### src/rtl/sequence_game_engine.sv
// sequence_game_engine: memory-sequence game core. Grows an LFSR-driven
// symbol sequence one symbol per round, replays it on a one-hot prompt bus,
// then checks the player's presses symbol by symbol, tracking score/lives.
// Ports: clock, reset (async, active-high), go (start/restart level),
//   seed (LFSR seed, sampled at game start), btn (debounced buttons),
//   prompt (one-hot symbol while showing), score (saturating rounds won),
//   lives, level (sequence length), busy, pass_pulse, fail_pulse,
//   game_over, won.
// Optional build macro INPUT_TIMEOUT_EN: an idle player fails the round
// after TIMEOUT_TICKS display ticks without a correct press.
module sequence_game_engine #(
    parameter int NUM_CH        = 4,
    parameter int SYM_W         = $clog2(NUM_CH),
    parameter int MAX_LEN       = 16,
    parameter int TICK_DIV      = 50000000,
    parameter int START_LIVES   = 3,
    parameter int SCORE_W       = 8,
    parameter int TIMEOUT_TICKS = 5
) (
    input  logic                         clock,
    input  logic                         reset,
    input  logic                         go,
    input  logic [15:0]                  seed,
    input  logic [NUM_CH-1:0]            btn,
    output logic [NUM_CH-1:0]            prompt,
    output logic [SCORE_W-1:0]           score,
    output logic [3:0]                   lives,
    output logic [$clog2(MAX_LEN+1)-1:0] level,
    output logic                         busy,
    output logic                         pass_pulse,
    output logic                         fail_pulse,
    output logic                         game_over,
    output logic                         won
);
    localparam int LW = $clog2(MAX_LEN + 1);
    localparam int IW = (MAX_LEN > 1) ? $clog2(MAX_LEN) : 1;
    localparam int CW = (TICK_DIV > 1) ? $clog2(TICK_DIV) : 1;
    localparam logic [CW-1:0] TICK_RELOAD = CW'(TICK_DIV - 1);

`ifdef INPUT_TIMEOUT_EN
    localparam int TO_CYC = TIMEOUT_TICKS * TICK_DIV;
    localparam int TW = (TO_CYC > 1) ? $clog2(TO_CYC) : 1;
    localparam logic [TW-1:0] TO_RELOAD = TW'(TO_CYC - 1);
    logic [TW-1:0] to_q;
`else
    localparam int unused_timeout_ticks = TIMEOUT_TICKS;
`endif

    typedef enum logic [3:0] {
        S_IDLE, S_ARM, S_EXTEND, S_SHOW_ON, S_SHOW_OFF,
        S_INPUT, S_PASS, S_FAIL, S_OVER, S_WIN
    } state_t;

    state_t              state_q;
    logic [15:0]         lfsr_q;
    logic [15:0]         lfsr_d;
    logic [CW-1:0]       tick_q;
    logic [IW-1:0]       idx_q;
    logic [NUM_CH-1:0]   btn_q;
    logic [NUM_CH-1:0]   prompt_q;
    logic [SCORE_W-1:0]  score_q;
    logic [3:0]          lives_q;
    logic [LW-1:0]       level_q;
    logic                busy_q;
    logic                pass_q;
    logic                fail_q;
    logic                over_q;
    logic                won_q;
    logic [SYM_W-1:0]    seq_q [MAX_LEN];

    logic [SYM_W-1:0]    new_sym;
    logic [NUM_CH-1:0]   edge_w;
    logic [NUM_CH-1:0]   want_oh;
    logic [NUM_CH-1:0]   next_oh;
    logic [NUM_CH-1:0]   first_oh;
    logic                last_w;

    function automatic logic [NUM_CH-1:0] onehot(input logic [SYM_W-1:0] s);
        return NUM_CH'(1) << s;
    endfunction

    // Galois right-shift step, taps 16'hB400
    assign lfsr_d   = {1'b0, lfsr_q[15:1]} ^ (lfsr_q[0] ? 16'hB400 : 16'h0000);
    assign new_sym  = lfsr_d[SYM_W-1:0];
    assign edge_w   = btn & ~btn_q;
    assign last_w   = (LW'(idx_q) == level_q - LW'(1));
    assign want_oh  = onehot(seq_q[idx_q]);
    assign next_oh  = onehot(seq_q[idx_q + IW'(1)]);
    // The first symbol of a new game is written the same cycle it is shown
    assign first_oh = (level_q == '0) ? onehot(new_sym) : onehot(seq_q[0]);

    always_ff @(posedge clock) begin
        if (state_q == S_EXTEND) begin
            seq_q[level_q[IW-1:0]] <= new_sym;
        end
    end

    always_ff @(posedge clock or posedge reset) begin
        if (reset) begin
            state_q  <= S_IDLE;
            lfsr_q   <= 16'hACE1;
            tick_q   <= '0;
            idx_q    <= '0;
            btn_q    <= '0;
            prompt_q <= '0;
            score_q  <= '0;
            lives_q  <= '0;
            level_q  <= '0;
            busy_q   <= 1'b0;
            pass_q   <= 1'b0;
            fail_q   <= 1'b0;
            over_q   <= 1'b0;
            won_q    <= 1'b0;
`ifdef INPUT_TIMEOUT_EN
            to_q     <= '0;
`endif
        end else begin
            btn_q  <= btn;
            pass_q <= 1'b0;
            fail_q <= 1'b0;
            unique case (state_q)
                S_IDLE, S_OVER, S_WIN: begin
                    if (go) begin
                        state_q  <= S_ARM;
                        score_q  <= '0;
                        lives_q  <= 4'(START_LIVES);
                        level_q  <= '0;
                        over_q   <= 1'b0;
                        won_q    <= 1'b0;
                        busy_q   <= 1'b1;
                        prompt_q <= '0;
                        lfsr_q   <= (seed == 16'h0000) ? 16'hACE1 : seed;
                    end
                end
                S_ARM: begin
                    if (!go) state_q <= S_EXTEND;
                end
                S_EXTEND: begin
                    lfsr_q   <= lfsr_d;
                    level_q  <= level_q + LW'(1);
                    idx_q    <= '0;
                    prompt_q <= first_oh;
                    tick_q   <= TICK_RELOAD;
                    state_q  <= S_SHOW_ON;
                end
                S_SHOW_ON: begin
                    if (tick_q == '0) begin
                        prompt_q <= '0;
                        tick_q   <= TICK_RELOAD;
                        state_q  <= S_SHOW_OFF;
                    end else begin
                        tick_q <= tick_q - CW'(1);
                    end
                end
                S_SHOW_OFF: begin
                    if (tick_q != '0) begin
                        tick_q <= tick_q - CW'(1);
                    end else if (last_w) begin
                        idx_q   <= '0;
                        state_q <= S_INPUT;
`ifdef INPUT_TIMEOUT_EN
                        to_q    <= TO_RELOAD;
`endif
                    end else begin
                        idx_q    <= idx_q + IW'(1);
                        prompt_q <= next_oh;
                        tick_q   <= TICK_RELOAD;
                        state_q  <= S_SHOW_ON;
                    end
                end
                S_INPUT: begin
                    if (edge_w != '0) begin
                        if (edge_w != want_oh) begin
                            state_q <= S_FAIL;
                            fail_q  <= 1'b1;
                            lives_q <= lives_q - 4'd1;
                        end else if (last_w) begin
                            state_q <= S_PASS;
                            pass_q  <= 1'b1;
                            if (score_q != '1) score_q <= score_q + SCORE_W'(1);
                        end else begin
                            idx_q <= idx_q + IW'(1);
`ifdef INPUT_TIMEOUT_EN
                            to_q  <= TO_RELOAD;
`endif
                        end
                    end
`ifdef INPUT_TIMEOUT_EN
                    else if (to_q == '0) begin
                        state_q <= S_FAIL;
                        fail_q  <= 1'b1;
                        lives_q <= lives_q - 4'd1;
                    end else begin
                        to_q <= to_q - TW'(1);
                    end
`endif
                end
                S_PASS: begin
                    if (level_q == LW'(MAX_LEN)) begin
                        state_q <= S_WIN;
                        won_q   <= 1'b1;
                        busy_q  <= 1'b0;
                    end else begin
                        state_q <= S_EXTEND;
                    end
                end
                S_FAIL: begin
                    // lives already decremented on entry; zero means last life gone
                    if (lives_q == 4'd0) begin
                        state_q <= S_OVER;
                        over_q  <= 1'b1;
                        busy_q  <= 1'b0;
                    end else begin
                        idx_q    <= '0;
                        prompt_q <= first_oh;
                        tick_q   <= TICK_RELOAD;
                        state_q  <= S_SHOW_ON;
                    end
                end
                default: state_q <= S_IDLE;
            endcase
        end
    end

    assign prompt     = prompt_q;
    assign score      = score_q;
    assign lives      = lives_q;
    assign level      = level_q;
    assign busy       = busy_q;
    assign pass_pulse = pass_q;
    assign fail_pulse = fail_q;
    assign game_over  = over_q;
    assign won        = won_q;
endmodule

### config.mk
export PLATFORM = sky130hd
export DESIGN_NAME = sequence_game_engine
export DESIGN_NICKNAME = d
export VERILOG_FILES = /design/src/rtl/sequence_game_engine.sv
export SDC_FILE = /design/constraint.sdc
export NUM_CORES = 1
export LEC_CHECK = 0
export BUFFER_PORTS_ARGS = -buffer_cell sky130_fd_sc_hd__buf_2
export CAP_MARGIN = 5
export CORE_MARGIN = 5
export CORE_UTILIZATION = 28
export CTS_CLUSTER_DIAMETER = 200
export CTS_CLUSTER_SIZE = 24
export DETAILED_ROUTE_END_ITERATION = 7
export RECOVER_POWER = 25
export SETUP_SLACK_MARGIN = 0.02
export SLEW_MARGIN = 25
export SYNTH_ARGS = -nofsm -noshare
export SYNTH_HDL_FRONTEND = slang
export SYNTH_SLANG_ARGS = --single-unit
### constraint.sdc
create_clock -name clock -period 3 [get_ports clock]
set_input_delay 0.6 -clock clock [delete_from_list [all_inputs] [get_ports clock]]
set_output_delay 0.6 -clock clock [all_outputs]
set_load 0.02 [all_outputs]
# [Yosys cells after proc, flatten, opt, wreduce, memory -nomap -nowiden]
# Memory sizes are Yosys's and may differ from the RTL's.
# Cells that the tools add are included.
[op_classes] addsub=6 mul=0 n_div=0 order_cmp=0 eq_ne=29 shifts=4 muxes=64 bitwise_logic=3 reduce_logical=26
[ops] op="$mux 26" n=4
[ops] op="$pmux 26 s4" n=1
[ops] op="$mux 4" n=24
[ops] op="$mux 16" n=3
[ops] op="$mux 8" n=5
[ops] op="$pmux 16 s2" n=1
[ops] op="$pmux 4 s8" n=1
[ops] op="$ne 2x2->1 const B" n=14
[ops] op="$logic_not 26->1" n=1
[ops] op="$reduce_bool 26->1" n=1
[ops] op="$sub 26x1->26 const B" n=1
[ops] op="$reduce_and 6->1" n=4
[ops] op="$pmux 4 s5" n=1
[ops] op="$eq 4x3->1 const B" n=4
[ops] op="$logic_not 16->1" n=1
[ops] op="$pmux 4 s4" n=1
[ops] op="$pmux 8 s2" n=1
[ops] op="$shl 1x2->4 const A" n=4
[ops] op="$xor 15x16->16" n=1
[ops] op="$mux 1" n=15
[ops] op="$reduce_bool 4->1" n=3
[ops] op="$pmux 5 s2" n=1
[ops] op="$reduce_and 3->1" n=3
[ops] op="$add 8x1->8 const B" n=1
[ops] op="other kinds (27)" n=36
[word_totals] register_bits=80 latch_bits=0 mem_bits_rw=32 romBits=0 inputBits=23 output_inout_bits=26 wordCells=147 n_memories=1
[memory_table] memory="seq_q" depth=16 word_bits=2 read_ports=3 rd_ports_with_merged_regs=0 write_ports=1 line="69" source="logic [SYM_W-1:0] seq_q [MAX_LEN];"

# [Longest topological paths before layout]
[depth] ltp_word=6 mapped_depth=11 depth_no_buf=9

# [Worst setup path after synthesis]
# No wires, ideal clock.
[synth_path] path_type="flip-flop to flip-flop" from="register tick_q[18]" to="register state_q[0]" setup_ps=128 arrival_time_ps=2603 required_ps=2872 path_slack_ps=269 path_stages_with_launch=9 path_buffers=1 period_less_slack_ps=2731 cell_sequence="dfrtp_1 > or4_1 > or3_1 > nor4_2 > or3_1 > buf_4 > o21ai_1 > a31oi_2 > mux2_1"
[synth_between] elab_chain_len=3 elab_cells_between_ends=5 cone_classes="2 x eq/ne; 3 x reduce/logical"
[synth_lines] element="start: declaration" line="57" source="logic [CW-1:0] tick_q;"
[synth_lines] element="start signal: assignment" line="152" source="tick_q <= tick_q - CW'(1);"
[synth_lines] element="start signal: assignment" line="157" source="tick_q <= tick_q - CW'(1);"
[synth_lines] element="$reduce_bool 26->1 or $logic_not 26->1 (tied branches)" line="156, 147"
[synth_lines] element="$ne 2x2->1 (no source line)"
[synth_lines] element="$reduce_and 6->1 (no source line) *"
[synth_lines] element="end signal: assignment" line="150" source="state_q <= S_SHOW_OFF;"
[synth_lines] element="end signal: assignment" line="160" source="state_q <= S_INPUT;"
[synth_lines] element="end signal: assignment" line="168" source="state_q <= S_SHOW_ON;"
[synth_lines] element="end: declaration" line="54" source="state_t state_q;"
# Mark *: on every way between the ends. The rest lies on a longest branch, timed or not.
# A chain may end at the register's enable or synchronous reset.

# [Final worst setup path]
[layout_path] from="register tick_q[3]" to="register tick_q[5]"
[layout_between] elab_chain_len=3 elab_cells_between_ends=8 cone_classes="1 x add/sub; 1 x eq/ne; 3 x mux; 3 x reduce/logical"
[layout_lines] element="$sub 26x1->26 (tied with other cells)" line="152, 157"
[layout_lines] element="$mux 26 (tied with other cells)" line="156" source="if (tick_q != '0) begin"
[layout_lines] element="$pmux 26 s4 or $reduce_and 3->1 (tied branches)"
# Parallel ways exist; a longest one is shown, timed or not.

==> key figures <==
Drt
  • Via count: 4,708
  • DR vias/cell: 5.068
  • DR iter-0 viols: 355
  • WL/cell: 16.21 µm
  • Drt total wl: 15,060 µm
  • DRT Pass-1 Iters: 4
  • Remaining routing DRC violations: 0
  • Routed Antenna Nets: 0

Timing
  • Endpoints failing hold: 0
  • Worst Tran Pin Value: 1868 ps
  • RSZ-0062 raised after global routing: yes
  • Final Setup Violations: 0
  • Final worst-path cycle share: 0.9408
  • Tmin final: 2822 ps
  • Final slew viol count: 38
  • Final Skew: 11.74 ps
  • Sum of negative setup slack: 0 ps
  • Achievable frequency: 0.3543 GHz
  • Final hold slack: 369.1 ps
  • Slew HR: -0.2520

Logic synthesis
  • Main synth FF type: dfrtp_1
  • Syn_area_per_cell: 10.35 µm²
  • Synth Instances: 589
  • Syn_nets: 621
  • Syn. warnings: 0
  • Library cells used by synthesis: 68
  • Sequential area share after synthesis: 0.4875
  • #FFs+latches synth: 112
  • Netlist Area Pre-Place: 6098 µm²
  • Post-synth EDFFs: 32
  • Post-synth ARST share: 0.7143

Worst hold path
  • Worst Hold Class: input port to flop
  • Hold EP: btn_q[3]
  • Worst hold start: btn[3]
  • WHS Path Cells: 1

Clocking
  • CTS tree: done
  • Reg clk slew, reported paths: 70 ps
  • Clock sink count: 112
  • CTS Hold Bufs: 0
  • CTS buffer count: 9
  • Clock Path Buffers: 2
  • Clock latency on the worst-skew pair: 360 ps
  • Setup Fix Bufs, Post-CTS: 0
  • CTS H-tree depth: 3
  • PostCTS Resize Cnt: 0
  • Clk root buf: clkbuf_16

Global routing
  • First-pass GRT wire length: 25,050 µm
  • Initial antenna violation count: 0
  • Remaining Overflow, GRT: 0
  • Largest net degree at the start of global routing: 44
  • Aggregate global-route resource usage: 0.1269
  • Vias in the first global route: 4,594

Floorplanning
  • I/O Pins: 49
  • Die height: 157.6 µm
  • FP Rows: 54
  • Core Region: 21,620 µm²
  • Initial Util: 0.2821
  • Chip width: 157.6 µm
  • Die Footprint: 24,830 µm²

Setup path
  • WP data required: 3240 ps
  • Most used cell, CP: or4_1
  • CP cell instances: or4_1 -> or4_1 -> or4_4 -> o21ai_1 -> a211oi_1 -> xnor2_1 -> nand2_1
  • CP Class: flop to flop
  • CP Capture Type: flop
  • WP buf/inv: 0
  • Worst path slowest cell: or4_1
  • R2R cell count: 7
  • Worst path arrival time: 3060 ps
  • R2R Path End: tick_q[5]
  • Critical path's top delay family: simple AND/OR/NAND/NOR gates
  • Worst reg2reg setup slack: 180 ps
  • Worst R2R Start: tick_q[3]
  • Worst-path fanout max: 5
  • Startpoint types: flop
  • Crit-path max cell delay: 610 ps

Final layout
  • Fin nets: 676
  • Fillcell total: 2,249
  • Most frequent cells in the layout: 71 x dfrtp_1, 61 x nand2_1, 57 x nor2_1, 44 x buf_2, 32 x edfxtp_1
  • N_diodes: 0
  • Fraction of layout cells with a size suffix above 1: 0.2219
  • Most common cell after layout, fill and taps aside: dfrtp_1
  • Synthesis-to-finish area growth: 16.02%

Placed design
  • Gp weighted congestion: 0.8465
  • DP HPWL: 11,050 µm
  • Input/output buffers: 48

Power
  • Pwr/cell area: 710.5 nW/µm²
  • Worst vdd rail ir drop: 0.3844 mV
  • Leak: 2.735 nW

Job
  • Max cap viols: 1

Status
  • Status: finished, violations left
  • Violated checks: capacitance limit, slew limit
## final cells by class
| type | count | area (µm²) | share of cell area |
|---|---|---|---|
| well taps | 280 | 350.3 | 0.04951 |
| clock buffers | 10 | 229.0 | 0.03236 |
| repair buffers | 78 | 481.7 | 0.06808 |
| inverters | 20 | 76.32 | 0.01079 |
| clock inverters | 6 | 43.79 | 0.006189 |
| multi-input cells | 423 | 2920 | 0.4127 |
| flip-flops and latches | 112 | 2974 | 0.4203 |
## through the flow
stage	worst slack, ps	std cells	total power, mW	instance area, µm²	utilization
final	177.7	929	5.028	7076	0.3273
after global routing	16.55	929	5.377	7076	0.3273
after CTS	60.26	929	5.081	7063	0.3267
after detailed placement	73.55	913	3.923	6790	0.3141
after global placement	139.9	913	3.895	6790	0.3141
after floorplan	269.4	589	3.358	6098	-
## report_power, final
group / switching [mW] / internal, mW
registers: 0.212 / 1.88
clock network: 0.577 / 0.570
logic: 1.11 / 0.684
total: 1.90 / 3.13
## logic make-up after synthesis
group | count (synthesis) | synth area share
AO/OA/AOI/OAI | 134 | 0.1461
XOR/XNOR | 17 | 0.02441
buffers and inverters | 54 | 0.03816
multiplexers | 34 | 0.09581
flip-flops | 112 | 0.4875
adder cells (fa/ha/maj) | 9 | 0.01847
AND/OR/NAND/NOR | 229 | 0.1896
## synthesized netlist by cell type (7+ instances only)
| master | number | area [µm²] |
|---|---|---|
| mux4_2 | 19 | 427.9 |
| inv_1 | 20 | 75.07 |
| xnor2_1 | 7 | 61.31 |
| nand3_1 | 14 | 70.07 |
| nor4_1 | 12 | 75.07 |
| o21ai_0 | 29 | 145.1 |
| clkbuf_1 | 23 | 86.33 |
| nand2_1 | 62 | 232.7 |
| o211ai_1 | 8 | 60.06 |
| ha_1 | 9 | 112.6 |
| or3_1 | 9 | 56.30 |
| nor2_1 | 58 | 217.7 |
| nand2b_1 | 19 | 118.9 |
| a21oi_1 | 22 | 110.1 |
| or4_1 | 9 | 67.56 |
| dfstp_2 | 8 | 210.2 |
| a22oi_1 | 14 | 105.1 |
| o31ai_1 | 12 | 90.09 |
| nor3_1 | 15 | 75.07 |
| edfxtp_1 | 32 | 960.9 |
| o21ai_1 | 12 | 60.06 |
| dfrtp_1 | 72 | 1802 |
| mux2i_1 | 10 | 100.1 |
| xor2_1 | 10 | 87.58 |
## registers in the layout, indices dropped and copies added, names as in the netlist, 4 cells and up
signal,count
seq_q,32
score,8
lives,4
btn_q,4
idx_q,4
state_q,4
prompt,4
level,5
lfsr_q,16
tick_q,26
## how the worst max path moves through the flow
stage                  to  cells past startpoint       start  slack (ps)
4_1_cts          score[7]                      6    idx_q[2]          60
5_1_grt         tick_q[5]                      7   tick_q[4]          20
2_1_floorplan  state_q[0]                      8  tick_q[18]         270
3_5_place_dp     score[7]                      6    idx_q[2]          70
3_3_place_gp     score[7]                      6    idx_q[2]         140
6_report        tick_q[5]                      7   tick_q[3]         180
## worst reg2reg max path: cells and delay by family, from the launching register on
kind	cells	cell delay, ps
xor+xnor	1	150
flops	1	420
simple gates	4	1670
compound gates	2	460
## layer usage
| layer | part of all wire | vias to the layer above | track usage |
|---|---|---|---|
| met5 | 0 | - | 0 |
| met4 | 0.024 | 0 | 0.04588 |
| met3 | 0.046 | 19 | 0.02843 |
| met2 | 0.45 | 118 | 0.1881 |
| met1 | 0.48 | 2285 | 0.1824 |
| li1 | - | 2286 | - |
Note: power is estimated with default switching activity, not from simulation.
